--- src/rtl/fp_pkg.sv ---
// rtl/fp_pkg.sv - FP32 field constants and divider state encoding shared by the FP datapath units
package fp_pkg;

    localparam int EXP_W  = 8;
    localparam int FRAC_W = 23;
    localparam int BIAS   = 127;

    localparam logic [31:0] EXP_MASK   = 32'h7F80_0000;
    localparam logic [31:0] FRAC_MASK  = 32'h007F_FFFF;
    localparam logic [31:0] HIDDEN     = 32'h0080_0000;
    localparam logic [31:0] FP_INF_MAG = 32'h7F80_0000;

    typedef enum logic [1:0] {
        IDLE = 2'd0,
        DIV  = 2'd1,
        NORM = 2'd2,
        DONE = 2'd3
    } fp_div_state_e;

endpackage

--- src/rtl/fp_div_step.sv ---
// rtl/fp_div_step.sv - one combinational restoring-division step: (r, mb) -> (r_next, qbit)
module fp_div_step (
    input  logic [24:0] r,
    input  logic [23:0] mb,
    output logic [24:0] r_next,
    output logic        qbit
);

    logic [23:0] diff;

    assign qbit   = (r >= {1'b0, mb});
    // when r >= mb the difference is below mb, so 24 bits hold it exactly
    assign diff   = r[23:0] - mb;
    assign r_next = qbit ? {diff, 1'b0} : {r[23:0], 1'b0};

endmodule

--- src/rtl/fp_div.sv ---
// rtl/fp_div.sv - multi-cycle FP32 restoring divider; FP_DIV_RNE_EN selects round-to-nearest-even
module fp_div
    import fp_pkg::*;
#(
    parameter int QBITS = 26
) (
    input  logic        clk,
    input  logic        reset,
    input  logic        start,
    input  logic [31:0] a,
    input  logic [31:0] b,
    output logic        busy,
    output logic        done,
    output logic [31:0] Result,
    output logic        dz,
    output logic        ovf
);

    localparam int CW = $clog2(QBITS);

    localparam logic [1:0] S_IDLE = IDLE;
    localparam logic [1:0] S_DIV  = DIV;
    localparam logic [1:0] S_NORM = NORM;
    localparam logic [1:0] S_DONE = DONE;

    logic [1:0]        state;
    logic              sign;
    logic [EXP_W-1:0]  ea;
    logic [EXP_W-1:0]  eb;
    logic [23:0]       mb;
    logic [24:0]       r;
    logic [QBITS-1:0]  q;
    logic [CW-1:0]     cnt;

    logic [24:0]       r_next;
    logic              qbit;

    logic signed [9:0] e_n;
    logic [FRAC_W-1:0] frac_n;
    logic [31:0]       res_n;
    logic              dz_n;
    logic              ovf_n;

`ifdef FP_DIV_RNE_EN
    logic [QBITS-2:0]  qn;
    logic              guard;
    logic              sticky;
    logic [23:0]       frac_sum;
`endif

    fp_div_step u_step (
        .r      (r),
        .mb     (mb),
        .r_next (r_next),
        .qbit   (qbit)
    );

    // q lies in (0.5, 2); a leading 0 means one extra bit is needed and the exponent drops by one
    always_comb begin
        e_n    = $signed({2'b00, ea}) - $signed({2'b00, eb})
               + (q[QBITS-1] ? 10'(BIAS) : 10'(BIAS - 1));
        frac_n = q[QBITS-1] ? q[QBITS-2:QBITS-24] : q[QBITS-3:QBITS-25];
`ifdef FP_DIV_RNE_EN
        qn       = q[QBITS-1] ? q[QBITS-2:0] : {q[QBITS-3:0], 1'b0};
        guard    = qn[QBITS-25];
        sticky   = (|qn[QBITS-26:0]) | (|r);
        frac_sum = {1'b0, qn[QBITS-2:QBITS-24]}
                 + 24'(guard & (sticky | qn[QBITS-24]));
        // carry out of the fraction means the mantissa rounded up to 2.0 -> 1.0 with exponent + 1
        frac_n   = frac_sum[22:0];
        if (frac_sum[23]) begin
            e_n = e_n + 10'sd1;
        end
`endif
        res_n = {sign, e_n[7:0], frac_n};
        dz_n  = 1'b0;
        ovf_n = 1'b0;
        if (eb == '0) begin
            res_n = {sign, FP_INF_MAG[30:0]};
            dz_n  = 1'b1;
        end else if (ea == '0) begin
            res_n = {sign, 31'b0};
        end else if (e_n >= 10'sd255) begin
            res_n = {sign, FP_INF_MAG[30:0]};
            ovf_n = 1'b1;
        end else if (e_n <= 10'sd0) begin
            res_n = {sign, 31'b0};
        end
    end

    always_ff @(posedge clk or negedge reset) begin
        if (!reset) begin
            state  <= S_IDLE;
            sign   <= 1'b0;
            ea     <= '0;
            eb     <= '0;
            mb     <= '0;
            r      <= '0;
            q      <= '0;
            cnt    <= '0;
            busy   <= 1'b0;
            done   <= 1'b0;
            Result <= '0;
            dz     <= 1'b0;
            ovf    <= 1'b0;
        end else begin
            case (state)
                S_IDLE: begin
                    done <= 1'b0;
                    if (start) begin
                        sign  <= a[31] ^ b[31];
                        ea    <= a[FRAC_W+EXP_W-1:FRAC_W];
                        eb    <= b[FRAC_W+EXP_W-1:FRAC_W];
                        mb    <= {1'b1, b[FRAC_W-1:0]};
                        r     <= {2'b01, a[FRAC_W-1:0]};
                        q     <= '0;
                        cnt   <= CW'(QBITS - 1);
                        busy  <= 1'b1;
                        dz    <= 1'b0;
                        ovf   <= 1'b0;
                        state <= S_DIV;
                    end
                end
                S_DIV: begin
                    r <= r_next;
                    q <= {q[QBITS-2:0], qbit};
                    if (cnt == '0) begin
                        state <= S_NORM;
                    end else begin
                        cnt <= cnt - 1'b1;
                    end
                end
                S_NORM: begin
                    Result <= res_n;
                    dz     <= dz_n;
                    ovf    <= ovf_n;
                    busy   <= 1'b0;
                    done   <= 1'b1;
                    state  <= S_DONE;
                end
                S_DONE: begin
                    done  <= 1'b0;
                    state <= S_IDLE;
                end
                default: begin
                    state <= S_IDLE;
                end
            endcase
        end
    end

endmodule

--- config.mk ---
export PLATFORM = sky130hd
export DESIGN_NAME = fp_div
export DESIGN_NICKNAME = d
export VERILOG_FILES = /design/src/rtl/fp_pkg.sv /design/src/rtl/fp_div_step.sv /design/src/rtl/fp_div.sv
export SDC_FILE = /design/constraint.sdc
export NUM_CORES = 1
export LEC_CHECK = 0
export ABC_AREA = 1
export CAP_MARGIN = 20
export CORE_MARGIN = 2
export CORE_UTILIZATION = 63
export CTS_BUF_LIST = sky130_fd_sc_hd__clkbuf_8
export DETAILED_ROUTE_END_ITERATION = 16
export PLACE_DENSITY_LB_ADDON = 0.25
export SETUP_SLACK_MARGIN = 0.02
export SYNTH_ARGS = -nofsm -noshare
export SYNTH_HDL_FRONTEND = slang
export SYNTH_HIERARCHICAL = 1
export SYNTH_SLANG_ARGS = --single-unit
--- constraint.sdc ---
create_clock -name clk -period 5.45 [get_ports clk]
set_input_delay 1.09 -clock clk [delete_from_list [all_inputs] [get_ports clk]]
set_output_delay 1.09 -clock clk [all_outputs]
set_load 0.01 [all_outputs]
; Yosys cells after proc, flatten, opt, wreduce, memory -nomap -nowiden
; Index checks and enable logic that the tools add are counted.
[totals]
ff_bits = 135
input_bits = 67
out_inout_bits = 36
word_cells = 67
[op_classes]
add_sub_neg = 4
magnitude_cmp = 3
n_eq_ne = 6
mux = 27
bitwise = 1
n_reduce_logical = 13
[ops]
columns = op, n
row1 = two-way mux 31 bit, 4
row2 = one-hot mux 26 bit (2 select lines), 1
row3 = two-way mux 25 bit, 2
row4 = one-hot mux 25 bit (2 select lines), 1
row5 = two-way mux 26 bit, 1
row6 = >= comparator 25 x 24 -> 1 bit, 1
row7 = subtractor 24 bit, 1
row8 = two-way mux 23 bit, 1
row9 = zero test 8 bit, 2
row10 = adder 9 x 8 -> 10 bit, 1
row11 = ">= comparator 10 x 9 -> 1 bit, second input constant", 1
row12 = "<= comparator 10 x 1 -> 1 bit, second input constant", 1
row13 = two-way mux 5 bit, 2
row14 = one-hot mux 5 bit (2 select lines), 1
row15 = subtractor 8 x 8 -> 9 bit, 1
row16 = one-hot mux 1 bit (2 select lines), 4
row17 = one-hot mux 2 bit (4 select lines), 1
row18 = AND reduction 2 bit, 4
row19 = two-way mux 1 bit, 7
row20 = "!= test 2 bit, second input constant", 3
row21 = nonzero test 2 bit, 3
row22 = zero test 5 bit, 1
row23 = "subtractor 5 x 1 -> 5 bit, second input constant", 1
row24 = "equality test 2 bit, second input constant", 2
row25 = other kinds (6), 7

; Longest topological paths before layout
; Gate-level depths: netlist of run 1.
[logic_depth]
depth_word = 7
mapped_depth = 21
depth_no_buf = 20

; Modules after synthesis
; The synthesis of run 1 kept the hierarchy.
[by_module_without_submodules]
columns = mod, n_inst, cells_each, area_per_inst_um2, seq_area_each_um2
row1 = fp_div, 1, 819, 6713.9, 3378.2
row2 = fp_div_step, 1, 486, 2317.2, 0.0

; Worst setup path after synthesis of run 1
; OpenSTA, ideal clock, no wires.
[synth_path]
path_kind = register -> register
from = register ea[0]
to = register Result[18]
t_arrival_ps = 2484
required_ps = 5329
setup_slack_ps = 2844
stages_incl_launch_ff = 21
n_path_buf = 1
cell_sequence = dfrtp_1 -> inv_1 -> ha_1 -> inv_1 -> fa_1 -> inv_1 -> ha_1 -> inv_1 -> nor2_1 -> nand2_2 -> nor2_4 -> nand2_1 -> nand2_1 -> nand2_2 -> nor2_1 -> nand2_1 -> nand2_2 -> nand2_4 -> inv_4 -> buf_8 -> o21ai_1
[synth_via]
elab_chain_len = 7
elab_cells_between_ends = 9
[synth_rtl]
columns = element, line_no
row1 = from (decl), fp_div.sv:28  ; logic [EXP_W-1:0] ea;
row2 = from (signal assigned), fp_div.sv:112  ; ea <= a[FRAC_W+EXP_W-1:FRAC_W];
row3 = subtractor 8 x 8 -> 9 bit, fp_div.sv:60  ; e_n = $signed({2'b00, ea}) - $signed({2'b00, eb})
row4 = adder 9 x 8 -> 10 bit, fp_div.sv:61  ; + (q[QBITS-1] ? 10'(BIAS) : 10'(BIAS - 1));
row5 = <= comparator 10 x 1 -> 1 bit, fp_div.sv:86  ; end else if (e_n <= 10'sd0) begin
row6 = two-way mux 31 bit, fp_div.sv:86
row7 = two-way mux 31 bit, fp_div.sv:83  ; end else if (e_n >= 10'sd255) begin
row8 = two-way mux 31 bit (*), fp_div.sv:81  ; end else if (ea == '0) begin
row9 = two-way mux 31 bit (*), fp_div.sv:78  ; if (eb == '0) begin
row10 = to (signal assigned), fp_div.sv:134  ; Result <= res_n;
row11 = to (decl), fp_div.sv:14  ; output logic [31:0] Result,
; Every way passes the cells marked *; elsewhere a longest branch is shown, timed or not.
; A chain may end at the register's enable or synchronous reset.

; Worst setup path after layout of run 1
[layout_path]
from = input start
to = register r[11]
[layout_via]
elab_chain_len = 2
[layout_rtl]
columns = element, line_no
row1 = from (decl), fp_div.sv:9  ; input logic start,
row2 = != test 2 bit (no source line), n/a
row3 = AND reduction 2 bit (no source line), n/a
row4 = to (signal assigned), fp_div.sv:115  ; r <= {2'b01, a[FRAC_W-1:0]};
row5 = to (signal assigned), fp_div.sv:125  ; r <= r_next;
row6 = to (decl), fp_div.sv:31  ; logic [24:0] r;
; No other way between the ends.

==> results by group, run 1 <==
Logic synthesis
  – Cell variety after synth: 45
  – Area leader, netlist: dfrtp_1
  – Mean Syn Cell Area: approximately 6.9 sq um
  – Fraction of the mapped netlist area in adder cells: 0.0599
  – Register area share after synthesis: 0.374
  – Share of synthesized area spent on multiplexers: 0.00125
  – Post-Synth Simple-Gate Area: 0.349
  – Largest cells by area after synthesis: dfrtp_1 37%, nand2_1 20%, inv_1 7.9%, ha_1 5.5%, nand3_1 3.5%
  – Post-synthesis compound-gate area fraction: 0.0957
  – Post-synthesis cell count: 1,305
  – List of most frequent post-synthesis cells: 489 x nand2_1, 189 x inv_1, 135 x dfrtp_1
  – Synth Area in XOR/XNOR: 0.0116
  – Most common cell in the synthesized netlist: nand2_1
  – Synthesized Nets: roughly 1,400
  – Post-synth top area share: 0.374
  – Yosys reg bits: 135
  – EDFF count, synth: 0
  – Netlist area before placement: approximately 9000 sq um
  – Async S/R FF share, synth: 1.00
  – Yosys warning count: 6
  – Largest family of logic cells by synthesized area: simple AND/OR/NAND/NOR gates
  – Synth Flop Type: dfrtp_1

Floorplanning
  – Num ports: 103
  – Core footprint: 13,900 sq um
  – Rows: 43
  – Die area: 15,300 sq um
  – Initial Util: 0.648
  – Die height: 124 um
  – Die Wd: 124 um

Routing
  – Initial DRC Count: 575
  – Routed Antenna Nets: 0
  – Routed vias/inst: 5.38
  – Avg WL per Cell: 14.2 um
  – Final Routed Wirelength: 22,400 um
  – Via Count: 8,511
  – DRT Pass-1 Iters: 5
  – Post-route DRC: 0

STA
  – Part of the cycle the worst path needs: 0.606
  – RSZ-0062 raised after global routing: false
  – Min Tclk post-route: 3.30 ns
  – Worst Skew: 0.0129 ns
  – Max-slew violations: 0
  – Finish-stage setup viols: 0
  – Hold Vio Cnt, Final: 0
  – Worst Hold Slack: ~0.48 ns
  – Tightest Pin Transition: 0.888 ns
  – Setup TNS: 0 ns
  – F_max: 303 MHz
  – Slew HR: 0.408

Worst setup path
  – Setup crit start kind: input pin
  – Cell Chain, Critical Path: clkdlybuf4s50_1 > nand2_1 > buf_4 > inv_1 > buf_4 > a21oi_1 > inv_2 > buf_12 > nor2_1 > a31oi_1
  – R2R Setup Slk: 2.19 ns
  – Slowest cell on the critical path: clkdlybuf4s50_1
  – Largest stage delay on the critical path: 0.51 ns
  – Most frequent CP cell: buf_4
  – Critical Path End Type: flop
  – Crit path kind: in2reg
  – CP Data Arrival Time: about 3.7 ns
  – CP Data Required Time: 5.83 ns
  – CP max FO: 50

Clock network
  – CTS Sinks: around 140
  – Clk Latency, worst-skew pair: 0.47 ns
  – CTS max path bufs: 2
  – Htree depth: 4
  – Setup Fix Bufs, Post-CTS: 0
  – CTS tree: yes
  – Hold-fix buffers at CTS: 0
  – Clock Tree Root: clkbuf_8
  – Clock Pin Slew Worst Setup and Hold Paths: 0.09 ns
  – CTS resizes: 0
  – Cts bufs inserted: 17

Status
  – Status: completed

Placement
  – GP Congestion: 0.935
  – Buffers on Ports: 102
  – Placement Cell Area: 10,100 sq um
  – Hpwl dp: 15,700 um

GRT
  – Vias in the first global route: 8,157
  – GRT overflow: 0
  – Largest net degree at the start of global routing: 98
  – Global-route wire length before repair: 37,400 um
  – Initial antenna violation count: 0
  – Gr usage total: 0.309

Layout
  – Diodes inserted: 0
  – Share of layout cells above drive strength 1: 0.0785
  – Nets: around 1,500
  – Area growth, synth to finish: 16.5%
  – Layout Cell Area excl Fill: ~11,000 sq um

Flow run
  – Max-cap violations: 0

Min path
  – Worst hold path class: reg2reg
==> area by class of cell <==
type | instances | area, sq um
well taps | 180 | 225
inverters | 195 | 734
multi-input cells | 929 | 4680
flip-flops and latches | 135 | 3380
repair buffers | 110 | 1110
clock buffers | 17 | 234
fillers | 1132 | 3410
clock inverters | 15 | 163
==> placed cells by master, fill, tap and decap left out, types with 19 or more instances in the layout <==
master	count
o22ai_1	25
dfrtp_1	135
ha_1	40
o21ai_0	44
inv_1	189
a31oi_1	23
a21oi_1	30
clkdlybuf4s50_1	101
nand2_1	489
nand3_1	63
nor2_1	81
nand4_1	33
nand3_2	19
==> critical path: cells and delay by family <==
| kind | cells | cell delay [ns] |
|---|---|---|
| compound gates | 2 | 0.36 |
| buf+inv | 6 | 2.03 |
| simple gates | 2 | 0.15 |
==> per-stage QoR <==
stage,setup WS [ns],std cells,util
after floorplan,2.84,1305,-
after global placement,1.53,1546,0.723
after detailed placement,1.41,1546,0.723
after CTS,1.90,1578,0.751
after global routing,1.87,1581,0.755
final,2.15,1581,0.755
==> path summary, 6_finish.rpt <==
check | startpoint | to | cells past startpoint
max | start | r[11]$_DFFE_PN0P_ | 10
max reg2reg | r[15]$_DFFE_PN0P_ | r[23]$_DFFE_PN0P_ | 12
min in group asynchronous | reset | mb[8]$_DFFE_PN0P_ | 1
max in group asynchronous | reset | Result[18]$_DFFE_PN0P_ | 2
min | mb[23]$_DFFE_PN0P_ | mb[23]$_DFFE_PN0P_ | 1
min reg2reg | mb[23]$_DFFE_PN0P_ | mb[23]$_DFFE_PN0P_ | 1
==> state kept, by name, indices dropped and copies added, names as in the netlist <==
name	cells
state	2
cnt	5
ea	8
mb	24
done	1
Result	32
eb	8
ovf	1
r	25
busy	1
sign	1
dz	1
q	26
==> kinds of logic (layout without fill, tap and decap cells) <==
group                    after synthesis  in the layout
flip-flops                           135            135
adder cells (fa/ha/maj)               42             42
other                                  1              1
AND/OR/NAND/NOR                      727            727
XOR/XNOR                              12             12
AO/OA/AOI/OAI                        146            146
multiplexers                           1              1
buffers and inverters                241            337
==> per-layer routing <==
layer	wire length, um	vias up	global-route usage
met1	9670	3969	0.383
met2	11200	211	0.535
met5	0	-	0
li1	-	4287	-
met3	1030	44	0.0554
met4	563	0	0.119
Power of run 1 is not shown: default switching activity piles up to over one toggle a cycle in this logic, so the estimate is an artifact.
==> inputs of run 2 (changes only) <==
--- a/config.mk
+++ b/config.mk
@@ -8,7 +8,7 @@
 export ABC_AREA = 1
 export CAP_MARGIN = 20
 export CORE_MARGIN = 2
-export CORE_UTILIZATION = 63
+export CORE_UTILIZATION = 59
 export CTS_BUF_LIST = sky130_fd_sc_hd__clkbuf_8
 export DETAILED_ROUTE_END_ITERATION = 16
 export PLACE_DENSITY_LB_ADDON = 0.25
==> constraint.sdc (replaced) <==
create_clock -name clk -period 3.1 [get_ports clk]
set_input_delay 0.62 -clock clk [delete_from_list [all_inputs] [get_ports clk]]
set_output_delay 0.62 -clock clk [all_outputs]
set_load 0.01 [all_outputs]
==> results by group, run 2 (synthesis gave the netlist of run 1 again) <==
STA
  – Worst Skew: 0.0173 ns (+0.00440 ns)
  – Hold Vio Cnt, Final: 0 (unchanged)
  – F_max: 347 MHz
  – RSZ-0062 raised after global routing: true
  – Max-slew violations: 0 (unchanged)
  – Setup WS post-layout: 0.217 ns (-1.93 ns)
  – Setup TNS: 0 ns (unchanged)
  – Worst Hold Slack: 0.132 ns (-0.349 ns)
  – Part of the cycle the worst path needs: 0.930
  – Tightest Pin Transition: 0.542 ns (-0.346 ns)
  – Slew HR: 0.638 (+0.231)
  – Finish-stage setup viols: 0 (unchanged)
  – Min Tclk post-route: 2.88 ns

Floorplanning
  – Die Wd: 128 um (+3.2%)
  – Num ports: 103 (unchanged)
  – Initial Util: 0.599 (-0.0496)
  – Rows: 45 (+4.7%)
  – Die area: 16,300 sq um (+6.6%)
  – Core footprint: 15,100 sq um (+8.3%)
  – Die height: 128 um (+3.2%)

Worst setup path
  – Crit path kind: reg2reg
  – Setup crit start kind: flop
  – CP max FO: 14 (-72%)
  – CP Data Required Time: 3.48 ns (-2.35 ns)
  – Critical Path End Type: flop
  – CP Data Arrival Time: 3.26 ns (-0.42 ns)

Clock network
  – Setup Fix Bufs, Post-CTS: 0 (unchanged)
  – Cts bufs inserted: 17 (unchanged)
  – Hold-fix buffers at CTS: 0 (unchanged)
  – CTS max path bufs: 2 (unchanged)
  – CTS Sinks: 135 (unchanged)
  – Clock Pin Slew Worst Setup and Hold Paths: 0.09 ns (about the same)
  – CTS resizes: 0 (unchanged)
  – Clk Latency, worst-skew pair: 0.46 ns (about the same)
  – Clock Tree Root: clkbuf_8
  – Htree depth: 4 (unchanged)
  – CTS tree: yes

Flow run
  – Max-cap violations: 0 (unchanged)

Layout
  – Diodes inserted: 0 (unchanged)
  – Largest regs: Result: 32 flops, q: 26 flops, r: 25 flops
  – Nets: 1,507 (+0.67%)
  – Share of layout cells above drive strength 1: 0.0886 (+0.0101)
  – Commonest non-fill, non-tap cell in the layout: nand2_1
  – Largest register by flop count: Result
  – Area growth, synth to finish: 18.2%
  – Most frequent cells in the layout: 488 x nand2_1, 189 x inv_1, 135 x dfrtp_1
  – Max FFs per register: 32 (unchanged)
  – Layout Cell Area excl Fill: 10,700 sq um (+1.5%)

Routing
  – Post-route DRC: 0 (unchanged)
  – Via Count: 8,555 (+0.52%)
  – Avg WL per Cell: 14.4 um (+1.1%)
  – Final Routed Wirelength: 23,000 um (+2.3%)
  – DRT Pass-1 Iters: 7 (+2)
  – Routed Antenna Nets: 0 (unchanged)
  – Initial DRC Count: 597 (+3.8%)
  – Routed vias/inst: 5.35 (-0.61%)

Placement
  – Hpwl dp: 16,300 um (+4.2%)
  – Placement Setup Slack: 0.115 ns (-1.29 ns)
  – GP Congestion: 0.949 (+1.5%)
  – Placement Cell Area: 10,200 sq um (+1.2%)
  – Buffers on Ports: 102 (unchanged)

GRT
  – Global-route wire length before repair: 38,400 um (+2.8%)
  – Gr usage total: 0.291 (-0.0171)
  – GRT overflow: 0 (unchanged)
  – Initial antenna violation count: 0 (unchanged)
  – Vias in the first global route: 8,335 (+2.2%)
  – Largest net degree at the start of global routing: 56 (-43%)

Min path
  – Worst hold path class: in2async

Status
  – Status: completed
## run 2: stage by stage
step,util,std cells
6_report,0.708,1599
5_1_grt,0.708,1599
3_3_place_gp,0.676,1566
4_1_cts,0.704,1598
3_5_place_dp,0.676,1566
2_1_floorplan,-,1305
## run 2: final timing paths
path	startpoint	end	slack, ns	cells past startpoint
max in group asynchronous	reset	Result[0]$_DFFE_PN0P_	2.18	2
min in group clk	mb[8]$_DFFE_PN0P_	mb[8]$_DFFE_PN0P_	0.48	2
setup / recovery	ea[0]$_DFFE_PN0P_	Result[27]$_DFFE_PN0P_	0.22	18
hold / removal	reset	mb[8]$_DFFE_PN0P_	0.13	1
hold reg to reg	mb[8]$_DFFE_PN0P_	mb[8]$_DFFE_PN0P_	0.48	2
setup reg to reg	ea[0]$_DFFE_PN0P_	Result[27]$_DFFE_PN0P_	0.22	18
## run 2: cell type report
cell class / instances / area, sq um
Clock inverter: 14 / 181
Inverter: 195 / 739
Fill cell: 1295 / 4410
Tap cell: 188 / 235
Sequential cell: 135 / 3380
Multi-Input combinational cell: 930 / 4720
Clock buffer: 18 / 248
Timing Repair Buffer: 119 / 1170
## run 2: per-layer routing
| layer | routed length (um) | global-route usage | up-vias | part of all wire |
|---|---|---|---|---|
| li1 | - | - | 4304 | - |
| met3 | 1180 | 0.0605 | 44 | 0.051 |
| met1 | 9930 | 0.371 | 3950 | 0.43 |
| met5 | 0 | 0 | - | 0 |
| met2 | 11400 | 0.502 | 257 | 0.49 |
| met4 | 496 | 0.0886 | 0 | 0.022 |
## run 2: critical path, cell delays in order (launching register included)
cell	delay [ns]
dfrtp_1	0.37
inv_1	0.06
ha_1	0.19
inv_1	0.11
fa_1	0.43
inv_1	0.10
ha_1	0.16
inv_1	0.05
nor2_2	0.16
nand2_2	0.10
nor2_4	0.10
nand3_2	0.09
nand3_1	0.13
nand3_2	0.23
nand2_8	0.20
nand2_1	0.08
nand2_1	0.06
nand2_1	0.05
a21oi_1	0.14
Power of run 2 is left out for the same reason.
